**src/rtl/rtc_bus_sequencer_pkg.sv**
```systemverilog
`default_nettype none
// ============================================================================
//  Package     : rtc_pkg
//  Description : Shared definitions for the RTC bus sequencer: register
//                addresses, FSM state and operation encodings, and the
//                register count. Defining RTC_DATE_EN adds the date
//                registers (dia, mes, anio).
//  Revision    : 1.0 - initial release
// ============================================================================
package rtc_pkg;

    localparam logic [7:0] ADDR_CMD  = 8'hF0;
    localparam logic [7:0] ADDR_SEG  = 8'h21;
    localparam logic [7:0] ADDR_MIN  = 8'h22;
    localparam logic [7:0] ADDR_HORA = 8'h23;
`ifdef RTC_DATE_EN
    localparam logic [7:0] ADDR_DIA  = 8'h24;
    localparam logic [7:0] ADDR_MES  = 8'h25;
    localparam logic [7:0] ADDR_ANIO = 8'h26;
    localparam int         NUM_REGS  = 6;
`else
    localparam int         NUM_REGS  = 3;
`endif

    // Frame index width: a read burst needs NUM_REGS+1 frames (cmd + regs).
    localparam int IDX_W = 3;
    localparam int DEPTH = 1 << IDX_W;

    typedef enum logic [1:0] {
        ST_IDLE  = 2'd0,
        ST_FRAME = 2'd1,
        ST_GAP   = 2'd2,
        ST_DONE  = 2'd3
    } state_t;

    typedef enum logic {
        OP_WR = 1'b0,
        OP_RD = 1'b1
    } op_t;

endpackage
`default_nettype wire

```
**src/rtl/rtc_bus_sequencer_if.sv**
```systemverilog
`default_nettype none
// ============================================================================
//  Interface   : rtc_bus_sequencer_if
//  Description : Handshake between the sequencer and the RTC bus timing
//                generator.
//                En_Esc/En_Lect : frame enables (sequencer -> generator)
//                dato_out       : byte toward the tri-state driver
//                DIR1/DAT1      : address / data windows (generator)
//                DAT_LECT       : read capture window (generator)
//                cambio_est2    : end-of-frame pulse (generator)
//                dato_in        : byte sampled from the RTC bus
//  Revision    : 1.0 - initial release
// ============================================================================
interface rtc_bus_sequencer_if;
    logic       En_Esc;
    logic       En_Lect;
    logic [7:0] dato_out;
    logic       DIR1;
    logic       DAT1;
    logic       DAT_LECT;
    logic       cambio_est2;
    logic [7:0] dato_in;

    modport master (
        output En_Esc, En_Lect, dato_out,
        input  DIR1, DAT1, DAT_LECT, cambio_est2, dato_in
    );

    modport slave (
        input  En_Esc, En_Lect, dato_out,
        output DIR1, DAT1, DAT_LECT, cambio_est2, dato_in
    );
endinterface
`default_nettype wire

```
**src/rtl/rtc_bus_sequencer_addr_table.sv**
```systemverilog
`default_nettype none
// ============================================================================
//  Module      : rtc_addr_table
//  Description : Maps the current frame index and operation to the RTC
//                address, a command-frame flag and the register slot.
//                Read bursts begin with the command frame (idx 0), so their
//                register slot is idx-1. RTC_DATE_EN adds the date slots.
//  Ports       : idx, is_rd (in); addr, is_cmd, reg_sel (out)
//  Revision    : 1.0 - initial release
// ============================================================================
module rtc_addr_table
    import rtc_pkg::*;
(
    input  wire [IDX_W-1:0] idx,
    input  wire             is_rd,
    output logic [7:0]      addr,
    output logic            is_cmd,
    output logic [IDX_W-1:0] reg_sel
);

    always_comb begin
        is_cmd  = is_rd && (idx == '0);
        reg_sel = is_rd ? (idx - IDX_W'(1)) : idx;
        if (is_cmd) begin
            reg_sel = '0;
        end
        addr = ADDR_SEG;
        if (is_cmd) begin
            addr = ADDR_CMD;
        end else begin
            case (reg_sel)
                IDX_W'(0): addr = ADDR_SEG;
                IDX_W'(1): addr = ADDR_MIN;
                IDX_W'(2): addr = ADDR_HORA;
`ifdef RTC_DATE_EN
                IDX_W'(3): addr = ADDR_DIA;
                IDX_W'(4): addr = ADDR_MES;
                IDX_W'(5): addr = ADDR_ANIO;
`endif
                default:   addr = ADDR_SEG;
            endcase
        end
    end

endmodule
`default_nettype wire

```
**src/rtl/rtc_bus_sequencer.sv**
```systemverilog
`default_nettype none
// ============================================================================
//  Module      : rtc_bus_sequencer
//  Description : Walks the RTC register list, raising En_Esc/En_Lect for one
//                generator frame per register. Drives address/data onto
//                dato_out during DIR1/DAT1 and captures read bytes during
//                DAT_LECT. Write = seg,min,hora; read = cmd,seg,min,hora.
//                Macro RTC_DATE_EN adds dia,mes,anio to both sequences.
//  Ports       : clk, reset (async, active-high)
//                start_wr/start_rd : 1-cycle start pulses
//                wr_* (in) / rd_* (out, registered) : BCD values
//                busy, done : status ; bus : generator handshake (master)
//  Revision    : 1.0 - initial release
// ============================================================================
module rtc_bus_sequencer
    import rtc_pkg::*;
#(
    parameter int GAP_CYCLES = 4
) (
    input  wire        clk,
    input  wire        reset,
    input  wire        start_wr,
    input  wire        start_rd,
    input  wire [7:0]  wr_seg,
    input  wire [7:0]  wr_min,
    input  wire [7:0]  wr_hora,
`ifdef RTC_DATE_EN
    input  wire [7:0]  wr_dia,
    input  wire [7:0]  wr_mes,
    input  wire [7:0]  wr_anio,
    output wire [7:0]  rd_dia,
    output wire [7:0]  rd_mes,
    output wire [7:0]  rd_anio,
`endif
    output wire [7:0]  rd_seg,
    output wire [7:0]  rd_min,
    output wire [7:0]  rd_hora,
    output wire        busy,
    output wire        done,
    rtc_bus_sequencer_if.master bus
);

    // At least two idle cycles so the generator frame counter can clear.
    localparam int                GAP_N    = (GAP_CYCLES < 2) ? 2 : GAP_CYCLES;
    localparam int                GAP_W    = $clog2(GAP_N);
    localparam logic [GAP_W-1:0]  GAP_LAST = GAP_W'(GAP_N - 1);

    state_t              r_state;
    op_t                 r_op;
    logic [IDX_W-1:0]    r_idx;
    logic [GAP_W-1:0]    r_gap_cnt;
    logic                r_busy;
    logic                r_done;
    logic                r_en_esc;
    logic                r_en_lect;
    logic [7:0]          r_dato_out;
    logic [7:0]          r_shadow [DEPTH];
    logic [7:0]          r_rd     [DEPTH];

    logic [7:0]          w_wr     [DEPTH];
    logic [7:0]          w_addr;
    logic                w_is_cmd;
    logic [IDX_W-1:0]    w_reg_sel;
    logic [7:0]          w_wdata;
    logic [IDX_W-1:0]    w_last_idx;

    rtc_addr_table u_addr_table (
        .idx     (r_idx),
        .is_rd   (r_op == OP_RD),
        .addr    (w_addr),
        .is_cmd  (w_is_cmd),
        .reg_sel (w_reg_sel)
    );

    always_comb begin
        for (int i = 0; i < DEPTH; i++) begin
            w_wr[i] = 8'h00;
        end
        w_wr[0] = wr_seg;
        w_wr[1] = wr_min;
        w_wr[2] = wr_hora;
`ifdef RTC_DATE_EN
        w_wr[3] = wr_dia;
        w_wr[4] = wr_mes;
        w_wr[5] = wr_anio;
`endif
    end

    // The command frame of a read burst always writes 8'h00.
    assign w_wdata    = w_is_cmd ? 8'h00 : r_shadow[w_reg_sel];
    assign w_last_idx = (r_op == OP_RD) ? IDX_W'(NUM_REGS) : IDX_W'(NUM_REGS - 1);

    always_ff @(posedge clk or posedge reset) begin
        if (reset) begin
            r_state    <= ST_IDLE;
            r_op       <= OP_WR;
            r_idx      <= '0;
            r_gap_cnt  <= '0;
            r_busy     <= 1'b0;
            r_done     <= 1'b0;
            r_en_esc   <= 1'b0;
            r_en_lect  <= 1'b0;
            r_dato_out <= 8'h00;
            for (int i = 0; i < DEPTH; i++) begin
                r_shadow[i] <= 8'h00;
                r_rd[i]     <= 8'h00;
            end
        end else begin
            // DIR1 has priority should the generator ever overlap the windows.
            if (r_state == ST_FRAME && bus.DIR1) begin
                r_dato_out <= w_addr;
            end else if (r_state == ST_FRAME && bus.DAT1) begin
                r_dato_out <= w_wdata;
            end else begin
                r_dato_out <= 8'h00;
            end

            // Every DAT_LECT cycle overwrites, so the last sample wins.
            if (r_state == ST_FRAME && r_en_lect && bus.DAT_LECT) begin
                r_rd[w_reg_sel] <= bus.dato_in;
            end

            case (r_state)
                ST_IDLE: begin
                    r_done <= 1'b0;
                    if (start_wr) begin
                        for (int i = 0; i < DEPTH; i++) begin
                            r_shadow[i] <= w_wr[i];
                        end
                        r_op     <= OP_WR;
                        r_idx    <= '0;
                        r_busy   <= 1'b1;
                        r_en_esc <= 1'b1;
                        r_state  <= ST_FRAME;
                    end else if (start_rd) begin
                        // Frame 0 of a read is the command write.
                        r_op     <= OP_RD;
                        r_idx    <= '0;
                        r_busy   <= 1'b1;
                        r_en_esc <= 1'b1;
                        r_state  <= ST_FRAME;
                    end
                end
                ST_FRAME: begin
                    if (bus.cambio_est2) begin
                        r_en_esc  <= 1'b0;
                        r_en_lect <= 1'b0;
                        r_gap_cnt <= '0;
                        r_state   <= ST_GAP;
                    end
                end
                ST_GAP: begin
                    if (r_gap_cnt == GAP_LAST) begin
                        if (r_idx != w_last_idx) begin
                            // Frames after the first are never command frames.
                            r_idx     <= r_idx + IDX_W'(1);
                            r_en_esc  <= (r_op == OP_WR);
                            r_en_lect <= (r_op == OP_RD);
                            r_state   <= ST_FRAME;
                        end else begin
                            r_done  <= 1'b1;
                            r_state <= ST_DONE;
                        end
                    end else begin
                        r_gap_cnt <= r_gap_cnt + GAP_W'(1);
                    end
                end
                ST_DONE: begin
                    r_done  <= 1'b0;
                    r_busy  <= 1'b0;
                    r_state <= ST_IDLE;
                end
                default: begin
                    r_state <= ST_IDLE;
                end
            endcase
        end
    end

    assign bus.En_Esc   = r_en_esc;
    assign bus.En_Lect  = r_en_lect;
    assign bus.dato_out = r_dato_out;
    assign busy         = r_busy;
    assign done         = r_done;
    assign rd_seg       = r_rd[0];
    assign rd_min       = r_rd[1];
    assign rd_hora      = r_rd[2];
`ifdef RTC_DATE_EN
    assign rd_dia       = r_rd[3];
    assign rd_mes       = r_rd[4];
    assign rd_anio      = r_rd[5];
`endif

endmodule
`default_nettype wire

```
**src/flat_wrapper.sv**
```systemverilog
// flat-port wrapper written by rule: the top's interface ports become plain ports
module rtc_bus_sequencer_flat import rtc_pkg::*;
#(
    parameter int GAP_CYCLES = 4
)
  (clk, reset, start_wr, start_rd, wr_seg, wr_min, wr_hora, rd_seg, rd_min, rd_hora, busy, done, bus_En_Esc, bus_En_Lect, bus_dato_out, bus_DIR1, bus_DAT1, bus_DAT_LECT, bus_cambio_est2, bus_dato_in);
  rtc_bus_sequencer_if bus_i ();
  input  wire clk;
  input  wire reset;
  input  wire start_wr;
  input  wire start_rd;
  input  wire [7:0] wr_seg;
  input  wire [7:0] wr_min;
  input  wire [7:0] wr_hora;
  output wire [7:0] rd_seg;
  output wire [7:0] rd_min;
  output wire [7:0] rd_hora;
  output wire busy;
  output wire done;
  output wire logic [$bits(bus_i.En_Esc)-1:0] bus_En_Esc;
  output wire logic [$bits(bus_i.En_Lect)-1:0] bus_En_Lect;
  output wire logic [$bits(bus_i.dato_out)-1:0] bus_dato_out;
  input wire logic [$bits(bus_i.DIR1)-1:0] bus_DIR1;
  input wire logic [$bits(bus_i.DAT1)-1:0] bus_DAT1;
  input wire logic [$bits(bus_i.DAT_LECT)-1:0] bus_DAT_LECT;
  input wire logic [$bits(bus_i.cambio_est2)-1:0] bus_cambio_est2;
  input wire logic [$bits(bus_i.dato_in)-1:0] bus_dato_in;
  assign bus_En_Esc = bus_i.En_Esc;
  assign bus_En_Lect = bus_i.En_Lect;
  assign bus_dato_out = bus_i.dato_out;
  assign bus_i.DIR1 = bus_DIR1;
  assign bus_i.DAT1 = bus_DAT1;
  assign bus_i.DAT_LECT = bus_DAT_LECT;
  assign bus_i.cambio_est2 = bus_cambio_est2;
  assign bus_i.dato_in = bus_dato_in;
  rtc_bus_sequencer #(.GAP_CYCLES(GAP_CYCLES)) u_core (.clk(clk), .reset(reset), .start_wr(start_wr), .start_rd(start_rd), .wr_seg(wr_seg), .wr_min(wr_min), .wr_hora(wr_hora), .rd_seg(rd_seg), .rd_min(rd_min), .rd_hora(rd_hora), .busy(busy), .done(done), .bus(bus_i));
endmodule
```
**config.mk**
```make
export PLATFORM = sky130hd
export DESIGN_NAME = rtc_bus_sequencer_flat
export DESIGN_NICKNAME = d
export VERILOG_FILES = /design/src/rtl/rtc_bus_sequencer_pkg.sv /design/src/rtl/rtc_bus_sequencer_if.sv /design/src/rtl/rtc_bus_sequencer_addr_table.sv /design/src/rtl/rtc_bus_sequencer.sv /design/src/flat_wrapper.sv
export SDC_FILE = /design/constraint.sdc
export NUM_CORES = 1
export LEC_CHECK = 0
export BUFFER_PORTS_ARGS = -buffer_cell sky130_fd_sc_hd__buf_4
export CAP_MARGIN = 20
export CORE_ASPECT_RATIO = 1.25
export CORE_MARGIN = 2
export CORE_UTILIZATION = 54
export DETAILED_ROUTE_END_ITERATION = 8
export PLACE_DENSITY = 0.8
export SYNTH_ARGS = -nofsm -noshare
export SYNTH_HDL_FRONTEND = slang
export SYNTH_HIERARCHICAL = 1
export SYNTH_SLANG_ARGS = --single-unit
```
**constraint.sdc**
```tcl
create_clock -name clk -period 3.2 [get_ports clk]
set_clock_uncertainty 0.05 [all_clocks]
set_input_delay 0.64 -clock clk [delete_from_list [all_inputs] [get_ports clk]]
set_output_delay 0.64 -clock clk [all_outputs]
set_load 0.005 [all_outputs]
```
* Word-level counts from Yosys, hierarchy flattened
Cells that the tools add are included. Widths: inputs -> output; s select.
Word-level totals: flip-flop bits (word level) 108, bits of input ports 40, word-level logic and storage cells 106
Operators by class: add/sub/neg operators 3, order comparisons 2, eq/ne operators 13, multiplexer cells 42, bitwise gates (word level) 2, reductions and logical operators 24
Operators with widths (number):
- $bwmux 64 | 1
- $mux 8 | 7
- $bmux 8 s3 | 1
- $demux 8 s3 | 1
- $mux 3 | 6
- $mux 2 | 7
- $mux 1 | 11
- $reduce_bool 2->1 | 5
- $reduce_and 3->1 | 3
- $pmux 2 s2 | 2
- $pmux 2 s4 | 1
- $reduce_and 4->1 | 2
- $eq 2x2->1 const B | 3
- $logic_and 1x1->1 | 6
- $ne 2x2->1 const B | 3
- $pmux 1 s2 | 3
- $pmux 3 s2 | 1
- $reduce_and 2->1 | 3
- $reduce_and 5->1 | 1
- $ge 4x4->1 const B | 1
- $lt 4x1->1 const B | 1
- $ne 2x1->1 const B | 2
- $not 3->4 | 1
- $add 3x1->3 const B | 1
- other kinds (13) | 13

* Longest topological paths before layout
Gate-level depths: netlist of the first run.
word-level depth 10, gate-level depth with buffers 10

* Modules after synthesis
Netlist of the first run, hierarchy kept.
Modules (own cells, without submodules):
- rtc_bus_sequencer | instances 1, cells each 234, area each 3050.4 µm²
- rtc_addr_table | instances 1, cells each 28, area each 209.0 µm²

* Least setup slack after synthesis of the first run
Ideal clock, no wire load.
path type register to register, start reg u_core.r_idx[0], end reg u_core.r_rd, in the netlist u_core/rd_hora[0], arrival time 2.212 ns, slack 0.814 ns, cell stages (with the launch flop) 9, buffers on the path 1, period minus slack after synthesis 2.386 ns, cells stage by stage dfrtp_1 inv_1 ha_1 nand2_1 nor2_1 a211oi_1 buf_4 nor3b_4 mux2_2
Between the ends: longest elaborated chain between the ends 9, elaborated cells between the ends (all ways) 12, those cells by class add/sub: 1; order compare: 2; mux: 5; bitwise: 1; reduce/logical: 3
Ends and longest elaborated chain:
- start: declaration | line rtc_bus_sequencer.sv:50 | logic [IDX_W-1:0] r_idx;
- start signal: assignment | line rtc_bus_sequencer.sv:156 | r_idx <= r_idx + IDX_W'(1);
- $logic_not 3->1 (*) | line rtc_bus_sequencer_addr_table.sv:22 | is_cmd = is_rd && (idx == '0);
- $logic_and 1x1->1 (*) | line rtc_bus_sequencer_addr_table.sv:22
- named net u_core.w_is_cmd | line rtc_bus_sequencer.sv:62 | logic w_is_cmd;
- $mux 3 (*) | line rtc_bus_sequencer_addr_table.sv:24 | if (is_cmd) begin
- named net u_core.w_reg_sel[1] | line rtc_bus_sequencer.sv:63 | logic [IDX_W-1:0] w_reg_sel;
- $not 3->4 (implied by the code) (*) | line rtc_bus_sequencer.sv:120 | r_rd[w_reg_sel] <= bus.dato_in;
- $ge 4x4->1 (implied by the code) / $lt 4x1->1 (equally long branches) | line rtc_bus_sequencer.sv:120
- $logic_and 1x1->1 (implied by the code) | line rtc_bus_sequencer.sv:120
- $mux 8 (implied by the code) | line rtc_bus_sequencer.sv:120
- $demux 8 s3 (*) | line rtc_bus_sequencer.sv:120
- $bwmux 64 (*) | line rtc_bus_sequencer.sv:120
- end signal: indexed assignment | line rtc_bus_sequencer.sv:120
- end: declaration | line rtc_bus_sequencer.sv:58 | logic [7:0] r_rd [DEPTH];
The timed path passes the listed nets; every way through them passes the cells marked *. A chain may end at the register's enable or synchronous reset.

* Final worst setup path of the first run
start reg u_core.r_idx[0], end reg u_core.r_rd, in the netlist u_core/rd_min[7]
Same word-level chain as after synthesis.

==> impl_metrics.csv, run 1 <==
group,metric,value,unit
outcome,status,"completed",
global_route,gr-usage-all-layers,0.204,
logic_synthesis,netlist_instances,262,
pwr,powerDensity,851,mW/mm^2
logic_synthesis,netlist_area,0.00326,mm^2
pwr,p_comb_frac,0.392,
sta,finalCritPeriodShare,0.926,
logic_synthesis,synth-main-ff-cell,"dfrtp_1",
worst_setup_path,crit_family,"simple AND/OR/NAND/NOR gates",
cts,clock_latency,0.34,ns
die,core,0.00582,mm^2
sta,rsz0062_at_grt,"no",
cells_and_area,area_growth,24.6,%
routing,wl_per_cell,15.4,um
pwr,p_clk_frac,0.218,
worst_setup_path,crit_fanout,8,
sta,relSlewSlack,0.338,
logic_synthesis,synthDistinctLibCells,46,
cts,htree_levels,3,
pwr,intPower,2350,uW
sta,fmax,338,MHz
cts,cts_resized,0,
worst_setup_path,r2r-start,"u_core/r_idx[0]",
worst_setup_path,end_kind,"flop",
pwr,power.leakage,0.00199,uW
job,drv_cap,0,
logic_synthesis,synth_area_per_cell,12.4,um^2
sta,tightest_slew,0.990,ns
worst_setup_path,worstSetupPathType,"flop to flop",
global_route,grt_overflow_total,0,
pwr,sw_frac_of_total,0.321,
worst_setup_path,timing.critical_path.buf_inv,1,
place,hpwlAfterDp,4470,um
routing,post_drt_via_cell_ratio,5.36,
worst_setup_path,crit_start,"u_core/r_idx[0]",
place,portBuffers,75,
global_route,grt_pass1_wl,10300,um
worst_setup_path,critPathLaunchType,"flop",
routing,dr.first_iter.drc_count,85,
cts,cts_sinks,68,
die,rows,31,
cells_and_area,fin_cells,407,
worst_hold_path,hp-class,"input pin to async pin",
worst_setup_path,crit_top_cell,"nor2b_1",
global_route,grt_pass1_vias,2185,
place,dp_cells,391,
logic_synthesis,yosysWarningCount,6,
global_route,grt_max_degree,69,
routing,drt_first_pass_iters,4,
cells_and_area,nNetsFinal,385,
logic_synthesis,synth_edf_count,0,
pwr,finalPower,3460,uW
logic_synthesis,async_flop_share,1.00,
die,dieArea,0.00668,mm^2
die,io_pins,76,
worst_setup_path,critical_path.cell_chain,"inv_1 -> ha_1 -> nand2_1 -> nor2_1 -> a211oi_2 -> nor2b_1 -> nor2b_1 -> mux2_2",
cells_and_area,drive_above_1_share,0.455,
sta,fin_crit,2.96,ns
cts,tritoncts,"yes",
routing,vias,2183,
cells_and_area,mostFrequentLayoutCell,"buf_4",
pwr,power.switching,1110,uW
routing,routed_wl,6250,um
cts,root_buffer,"clkbuf_8",
worst_setup_path,critPathSlowestCell,"nor2b_1",
worst_setup_path,cp_slowest_stage_delay,0.61,ns
sta,holdWs,0.314,ns
die,die_height,90.9,um
cts,cts_hold_buffers,0,
cts,post-cts-setup-buffers,0,
sta,finalSetupViolations,0,
cells_and_area,insertedDiodeCount,0,
routing,antenna_left,0,
die,fp.dieW,73.5,um
cts,clock_path_buffers,2,
die,floorplan.initialDensity,0.560,
sta,hold_violations,0,
logic_synthesis,ys_ff_latch,68,
logic_synthesis,yosysSeqAreaShare,0.522,
cts,cts_inserted_buffers,9,
sta,tns,0,ns
worst_setup_path,worstPathRequired,3.37,ns
routing,drcViolationCount,0,
pwr,ir_drop,0.505,mV
worst_setup_path,arrival,3.14,ns
global_route,antenna_found_initial,0,
sta,slew_viol_final,0,
place,gp_congestion,0.794,
pwr,pwr-share-seq,0.390,
cells_and_area,final_cell_mix,"buf_4, dfrtp_1, mux2_2",
cts,path_clk_slew,0.07,ns
==> registers in the layout, indices dropped and copies added (netlist names) <==
register / flops
u_core/bus.dato_out: 8
u_core/rd_seg: 8
u_core/rd_hora: 8
u_core/r_gap_cnt: 2
u_core/r_op: 1
u_core/r_idx: 3
u_core/bus.En_Esc: 1
u_core/done: 1
u_core/busy: 1
u_core/r_state: 2
u_core/rd_min: 8
u_core/r_shadow: 24
u_core/bus.En_Lect: 1
==> layout make-up <==
type / instances / area [um^2]
clock buffers: 12 / 135
repair buffers: 80 / 613
well taps: 66 / 82.6
fillers: 423 / 1760
clock inverters: 4 / 73.8
multi-input cells: 171 / 1430
flip-flops and latches: 68 / 1700
inverters: 6 / 22.5
==> worst paths after layout <==
check / to / slack (ns) / depth (start not counted)
worst max-delay path: u_core/rd_min[7] / 0.24 / 8
worst min-delay path: u_core/busy / 0.31 / 3
worst max register to register: u_core/rd_min[7] / 0.24 / 8
worst min register to register: u_core/rd_seg[3] / 0.46 / 1
max in group asynchronous: u_core/r_idx[0] / 2.49 / 3
min in group clk: u_core/r_op / 0.44 / 2
==> worst reg2reg max path: stages (launching register included) <==
cell and delay, ns:
dfrtp_1 0.48, inv_1 0.18, ha_1 0.19, nand2_1 0.05, nor2_1 0.44, a211oi_2 0.24
nor2b_1 0.19, nor2b_1 0.61, mux2_2 0.41
==> per-layer routing <==
layer	routed length [um]	vias to the layer above	GRT usage
li1	-	1063	-
met1	2620	1038	0.261
met2	3150	69	0.322
met3	328	13	0.0413
met4	150	0	0.100
met5	0	-	0
==> synth_stat cells, drive strengths merged (2+ instances only) <==
library cell  count  area [um^2]
conb              2         7.51
clkbuf            3         11.3
nand2            23         93.8
a22o             10         87.6
nand3             6         35.0
o21bai            2         15.0
o211ai            2         15.0
nand2b            2         12.5
inv               6         22.5
nor3              3         31.3
nor2             10         40.0
ha                9          113
nor3b             2         26.3
o21ai            13         68.8
mux2i            10          100
mux2             50          571
nor2b             3         18.8
dfrtp            68         1700
buf              15          100
a21oi             7         35.0
xnor2             2         17.5
==> power groups by stage <==
stage	clock network, uW	registers (uW)	logic (uW)
5_1_grt	815	1390	1520
3_5_place_dp	0	1370	1360
6_report	754	1350	1350
3_3_place_gp	0	1360	1320
4_1_cts	771	1350	1370
2_1_floorplan	0	1340	958
==> through the flow <==
stage,worst slack (ns),area (um^2),util
2_1_floorplan,0.798,3260,-
3_3_place_gp,0.439,3850,0.662
3_5_place_dp,0.270,3850,0.662
4_1_cts,0.243,4060,0.698
5_1_grt,0.0201,4060,0.698
6_report,0.238,4060,0.698
==> kinds of logic after synthesis <==
| logic type | after synthesis | synth area share |
|---|---|---|
| xor gates and xnor gates | 3 | 0.0104 |
| DFF | 68 | 0.522 |
| other | 2 | 0.00230 |
| AOI/OAI and AO/OA | 39 | 0.0802 |
| and+or+nand+nor | 57 | 0.104 |
| buffers and inverters | 24 | 0.0411 |
| adders and majority gates | 9 | 0.0345 |
| muxes | 60 | 0.206 |
Power figures use the tool's default switching activity.
==> run 2: changes to the inputs <==
- CORE_UTILIZATION: 54 -> 25
- PLACE_DENSITY: 0.8 -> default
==> run 2 against run 1 <==
Compared with the run above:
- global-route usage decreased by 9.6 points
- register-to-register slack improved by 0.22 ns
- clock power is 51% higher
- wire length is 15% higher
- count of clock-buffer cells in the layout is 2 lower
- sequential cell count stayed put
- combinational power hardly changed
- final cell count up 26%
- first-iteration DRC count is 15% lower
- die area up 110%
- fmax increased by 7.9%
- worst hold slack worse by 0.11 ns
==> impl_metrics.csv, run 2 (synthesized netlist as in run 1, its figures left out) <==
group,metric,value,unit
outcome,status,"completed",
pwr,powerDensity,894,mW/mm^2
cts,cts_inserted_buffers,9,
pwr,power.leakage,0.00206,uW
cells_and_area,fill_cells,1273,
cells_and_area,area_growth,32.9,%
cts,tritoncts,"yes",
global_route,gr-usage-all-layers,0.108,
cts,cts_hold_buffers,0,
routing,routed_wl,7160,um
cells_and_area,nNetsFinal,387,
worst_setup_path,crit_fanout,8,
cells_and_area,fin_cells,511,
cells_and_area,largest_reg_flops,24,
sta,fmax,364,MHz
cts,htree_levels,3,
cts,post-cts-setup-buffers,0,
cts,clock_path_buffers,2,
routing,antenna_left,0,
sta,rsz0062_at_grt,"no",
global_route,grt_max_degree,35,
die,die_height,132,um
cells_and_area,drive_above_1_share,0.466,
cts,clock_latency,0.33,ns
die,io_pins,76,
sta,hold_violations,0,
global_route,grt_pass1_wl,11800,um
sta,slew_viol_final,0,
routing,vias,2194,
place,hpwlAfterDp,5460,um
place,gp_congestion,0.759,
global_route,grt_overflow_total,0,
die,floorplan.initialDensity,0.256,
die,rows,46,
worst_setup_path,worstSetupPathType,"flop to flop",
place,portBuffers,75,
place,dp_cells,495,
cells_and_area,final_cell_mix,"buf_4, dfrtp_1, mux2_2",
pwr,ir_drop,0.272,mV
cells_and_area,insertedDiodeCount,0,
global_route,antenna_found_initial,0,
routing,wl_per_cell,14.0,um
cts,cts_sinks,68,
sta,finalSetupViolations,0,
worst_setup_path,end_kind,"flop",
routing,post_drt_via_cell_ratio,4.29,
cts,cts_resized,0,
job,drv_cap,0,
pwr,finalPower,3870,uW
global_route,grt_pass1_vias,2322,
sta,fin_crit,2.75,ns
worst_setup_path,critPathLaunchType,"flop",
cells_and_area,mostFrequentLayoutCell,"buf_4",
sta,relSlewSlack,0.327,
sta,finalCritPeriodShare,0.858,
worst_setup_path,worstPathRequired,3.36,ns
routing,drcViolationCount,0,
routing,dr.first_iter.drc_count,72,
routing,drt_first_pass_iters,4,
sta,tns,0,ns
die,core,0.0127,mm^2
die,fp.dieW,106,um
sta,tightest_slew,1.01,ns
cts,root_buffer,"clkbuf_16",
cts,path_clk_slew,0.06,ns
cells_and_area,top_register,"u_core/r_shadow",
die,dieArea,0.0140,mm^2
worst_setup_path,arrival,2.90,ns
worst_hold_path,hp-class,"input pin to async pin",
==> run 2: metal layers <==
metal  up-vias  global-route usage  wire length [um]
li1       1066                   -                 -
met1      1068               0.129              3020
met2        50               0.181              3700
met3        10              0.0268               324
met4         0              0.0461               115
met5         -                   0                 0
==> run 2: metrics by stage <==
stage,hold WS (ns),setup WS (ns),instance area [um^2],util
floorplan,0.429,0.798,3260,-
global placement,0.438,0.592,3980,0.313
detailed placement,0.443,0.438,3980,0.313
CTS,0.195,0.430,4330,0.341
global route,0.219,0.212,4330,0.341
finish,0.199,0.454,4330,0.341
==> run 2: critical path, stage by stage, from the launching register on <==
cell and delay, ns:
dfrtp_1 0.51, inv_1 0.16, ha_1 0.27, nand2_4 0.08, mux2_4 0.33, nand4b_4 0.22, nor2b_1 0.61, mux2_2 0.41
==> run 2: cell type report <==
class | count | area, um^2 | share of cell area
Sequential cell | 68 | 1700 | 0.393
Inverter | 6 | 22.5 | 0.00520
Clock inverter | 6 | 111 | 0.0257
Timing Repair Buffer | 82 | 616 | 0.142
Clock buffer | 10 | 239 | 0.0552
Tap cell | 168 | 210 | 0.0485
Multi-Input combinational cell | 171 | 1430 | 0.331
==> run 2: power breakdown <==
part           total (uW)  switching (uW)  internal, uW
logic                1360             619           738
clock network        1140             362           782
registers            1370             193          1180
==> run 2: path summary, 6_finish.rpt <==
path	from	endpoint	slack (ns)	cells after the start
max in group asynchronous	reset	u_core/bus.dato_out[0]	2.17	3
worst min-delay path	reset	u_core/r_gap_cnt[0]	0.20	2
worst max register to register	u_core/r_idx[0]	u_core/rd_min[7]	0.45	7
worst max-delay path	u_core/r_idx[0]	u_core/rd_min[7]	0.45	7
min in group clk	u_core/r_shadow[58]	u_core/r_shadow[58]	0.45	1
worst min register to register	u_core/r_shadow[58]	u_core/r_shadow[58]	0.45	1
==> run 3: changes to the inputs <==
- ABC_AREA: default -> 1
==> run 3 against run 2 <==
Compared with the run above:
- non-clock buffer count decreased by 6
- fmax increased by 23%
- synthesized cell count increased by 39%
- register-to-register slack improved by 0.51 ns
- cell area increased by 1.7%
- combinational power increased by 8%
- sequential share of layout area decreased by 0.65 points
- highest routed layer unchanged
==> impl_metrics.csv, run 3 <==
group,metric,value,unit
sta,holdWs,0.373,ns
cells_and_area,mostFrequentLayoutCell,"nand2_1",
cts,htree_levels,3,
global_route,grt_pass1_wl,13000,um
sta,finalCritPeriodShare,0.698,
cts,cts_resized,0,
logic_synthesis,synth_top_area_frac,0.493,
routing,drt_first_pass_iters,4,
cells_and_area,multi_input_area,0.00146,mm^2
place,portBuffers,75,
sta,slew_viol_final,0,
routing,vias,2584,
routing,routed_wl,7830,um
pwr,powerDensity,826,mW/mm^2
routing,wl_met1,3550,um
routing,wl_per_cell,12.7,um
die,fp.dieW,109,um
cts,tritoncts,"yes",
logic_synthesis,yosysWarningCount,6,
logic_synthesis,synth_edf_count,0,
outcome,status,"completed",
logic_synthesis,ys_top_cells_by_area,"dfrtp_1, nand2_1, o21ai_2",
worst_hold_path,hp-class,"input pin to async pin",
sta,finalSetupViolations,0,
cells_and_area,fill_cells,1397,
cts,root_buffer,"clkbuf_16",
worst_setup_path,r2r-start,"u_core/r_idx[0]",
routing,antenna_left,0,
sta,hold_violations,0,
logic_synthesis,synthDistinctLibCells,30,
logic_synthesis,synth.most_common_cell,"nand2_1",
logic_synthesis,ys_ff_latch,68,
cells_and_area,top_register,"u_core/r_shadow",
cells_and_area,ff_latch_area,0.00170,mm^2
routing,met3WireLength,390,um
routing,drcViolationCount,0,
routing,post_drt_via_cell_ratio,4.20,
place,dp_cells,599,
cts,clock_latency,0.33,ns
global_route,grt_overflow_total,0,
die,rows,48,
routing,dr.first_iter.drc_count,102,
logic_synthesis,yosys.area.top_type,"dfrtp_1",
pwr,finalPower,3640,uW
logic_synthesis,netlist_area,0.00345,mm^2
place,hpwlAfterDp,5900,um
cells_and_area,insertedDiodeCount,0,
sta,tns,0,ns
die,io_pins,76,
global_route,grt_pass1_vias,2695,
worst_setup_path,worstSetupPathType,"flop to flop",
sta,rsz0062_at_grt,"no",
sta,fin_crit,2.23,ns
cells_and_area,drive_above_1_share,0.332,
cts,cts_sinks,68,
worst_setup_path,end_kind,"flop",
cts,path_clk_slew,0.06,ns
pwr,ir_drop,0.300,mV
logic_synthesis,netlist_instances,363,
worst_setup_path,arrival,2.40,ns
logic_synthesis,yosysSeqAreaShare,0.493,
cts,post-cts-setup-buffers,0,
routing,dr.max_layer_used,"met4",
global_route,grt_max_degree,39,
worst_setup_path,critPathLaunchType,"flop",
die,dieArea,0.0148,mm^2
global_route,gr-usage-all-layers,0.114,
logic_synthesis,synth-main-ff-cell,"dfrtp_1",
worst_setup_path,crit_fanout,16,
pwr,power.leakage,0.00224,uW
cts,clock_path_buffers,2,
routing,met2_length,3700,um
worst_setup_path,worstPathRequired,3.36,ns
sta,relSlewSlack,0.530,
die,floorplan.initialDensity,0.253,
logic_synthesis,yosys-top-cells-count,"nand2_1, dfrtp_1, inv_1",
cts,cts_inserted_buffers,9,
cells_and_area,final_cell_mix,"nand2_1, buf_4, dfrtp_1",
cells_and_area,area_growth,27.6,%
die,die_height,135,um
cells_and_area,fin_cells,615,
sta,tightest_slew,0.705,ns
worst_setup_path,crit_start,"u_core/r_idx[0]",
place,gp_congestion,0.821,
cells_and_area,final_util,0.323,
die,core,0.0136,mm^2
logic_synthesis,synth_area_per_cell,9.51,um^2
global_route,antenna_found_initial,0,
cells_and_area,nNetsFinal,484,
logic_synthesis,async_flop_share,1.00,
cts,cts_hold_buffers,0,
sta,fmax,448,MHz
cells_and_area,largest_reg_flops,24,
job,drv_cap,0,
[run 3: cell type report]
| class | instances | area share |
|---|---|---|
| Sequential cell | 68 | 0.386 |
| Multi-Input combinational cell | 236 | 0.331 |
| Clock inverter | 5 | 0.00824 |
| Timing Repair Buffer | 76 | 0.132 |
| Inverter | 44 | 0.0375 |
| Tap cell | 175 | 0.0497 |
| Clock buffer | 11 | 0.0551 |
[run 3: path summary, 6_finish.rpt]
| path | to | slack, ns | cells after the start |
|---|---|---|---|
| setup / recovery | u_core/rd_hora[2] | 0.97 | 9 |
| hold / removal | u_core/r_state[0] | 0.37 | 2 |
| setup reg to reg | u_core/rd_hora[2] | 0.97 | 9 |
| hold reg to reg | u_core/rd_hora[0] | 0.44 | 2 |
| max in group asynchronous | u_core/r_shadow[45] | 2.09 | 3 |
| min in group clk | u_core/rd_hora[0] | 0.44 | 2 |
[run 3: worst max-delay path, cell delays in order, from the launching register on]
cell and delay [ns]:
dfrtp_1 0.44, inv_1 0.14, ha_1 0.23, nand2_4 0.07
nor2_4 0.22, nor2_4 0.12, inv_2 0.24, nand4_4 0.35
nand2_1 0.18, o21ai_2 0.06
[run 3: routing by layer]
layer,vias up,track usage
met1,1195,0.149
met5,-,0
met2,74,0.178
met3,17,0.0207
met4,0,0.0620
li1,1298,-
[run 3: kinds of logic (layout without fill, tap and decap cells)]
kind of cell / count (synthesis) / count (layout) / share of synthesized area
AND/OR/NAND/NOR: 149 / 149 / 0.217
flip-flops: 68 / 68 / 0.493
buffers and inverters: 60 / 136 / 0.0859
AO/OA/AOI/OAI: 58 / 58 / 0.115
multiplexers: 16 / 16 / 0.0522
adder cells (fa/ha/maj): 9 / 9 / 0.0326
other: 2 / 3 / 0.00218
XOR/XNOR: 1 / 1 / 0.00254
[run 3: metrics by stage]
stage                     area, um^2  worst slack, ns
final                           4410            0.966
after global routing            4410            0.740
after CTS                       4410            0.951
after detailed placement        4130            0.976
after global placement          4130             1.06
after floorplan                 3460            0.798
[run 3: power breakdown]
part / switching (uW) / internal [uW]
registers: 150 / 1100
clock network: 373 / 546
logic: 924 / 546
total: 1450 / 2190
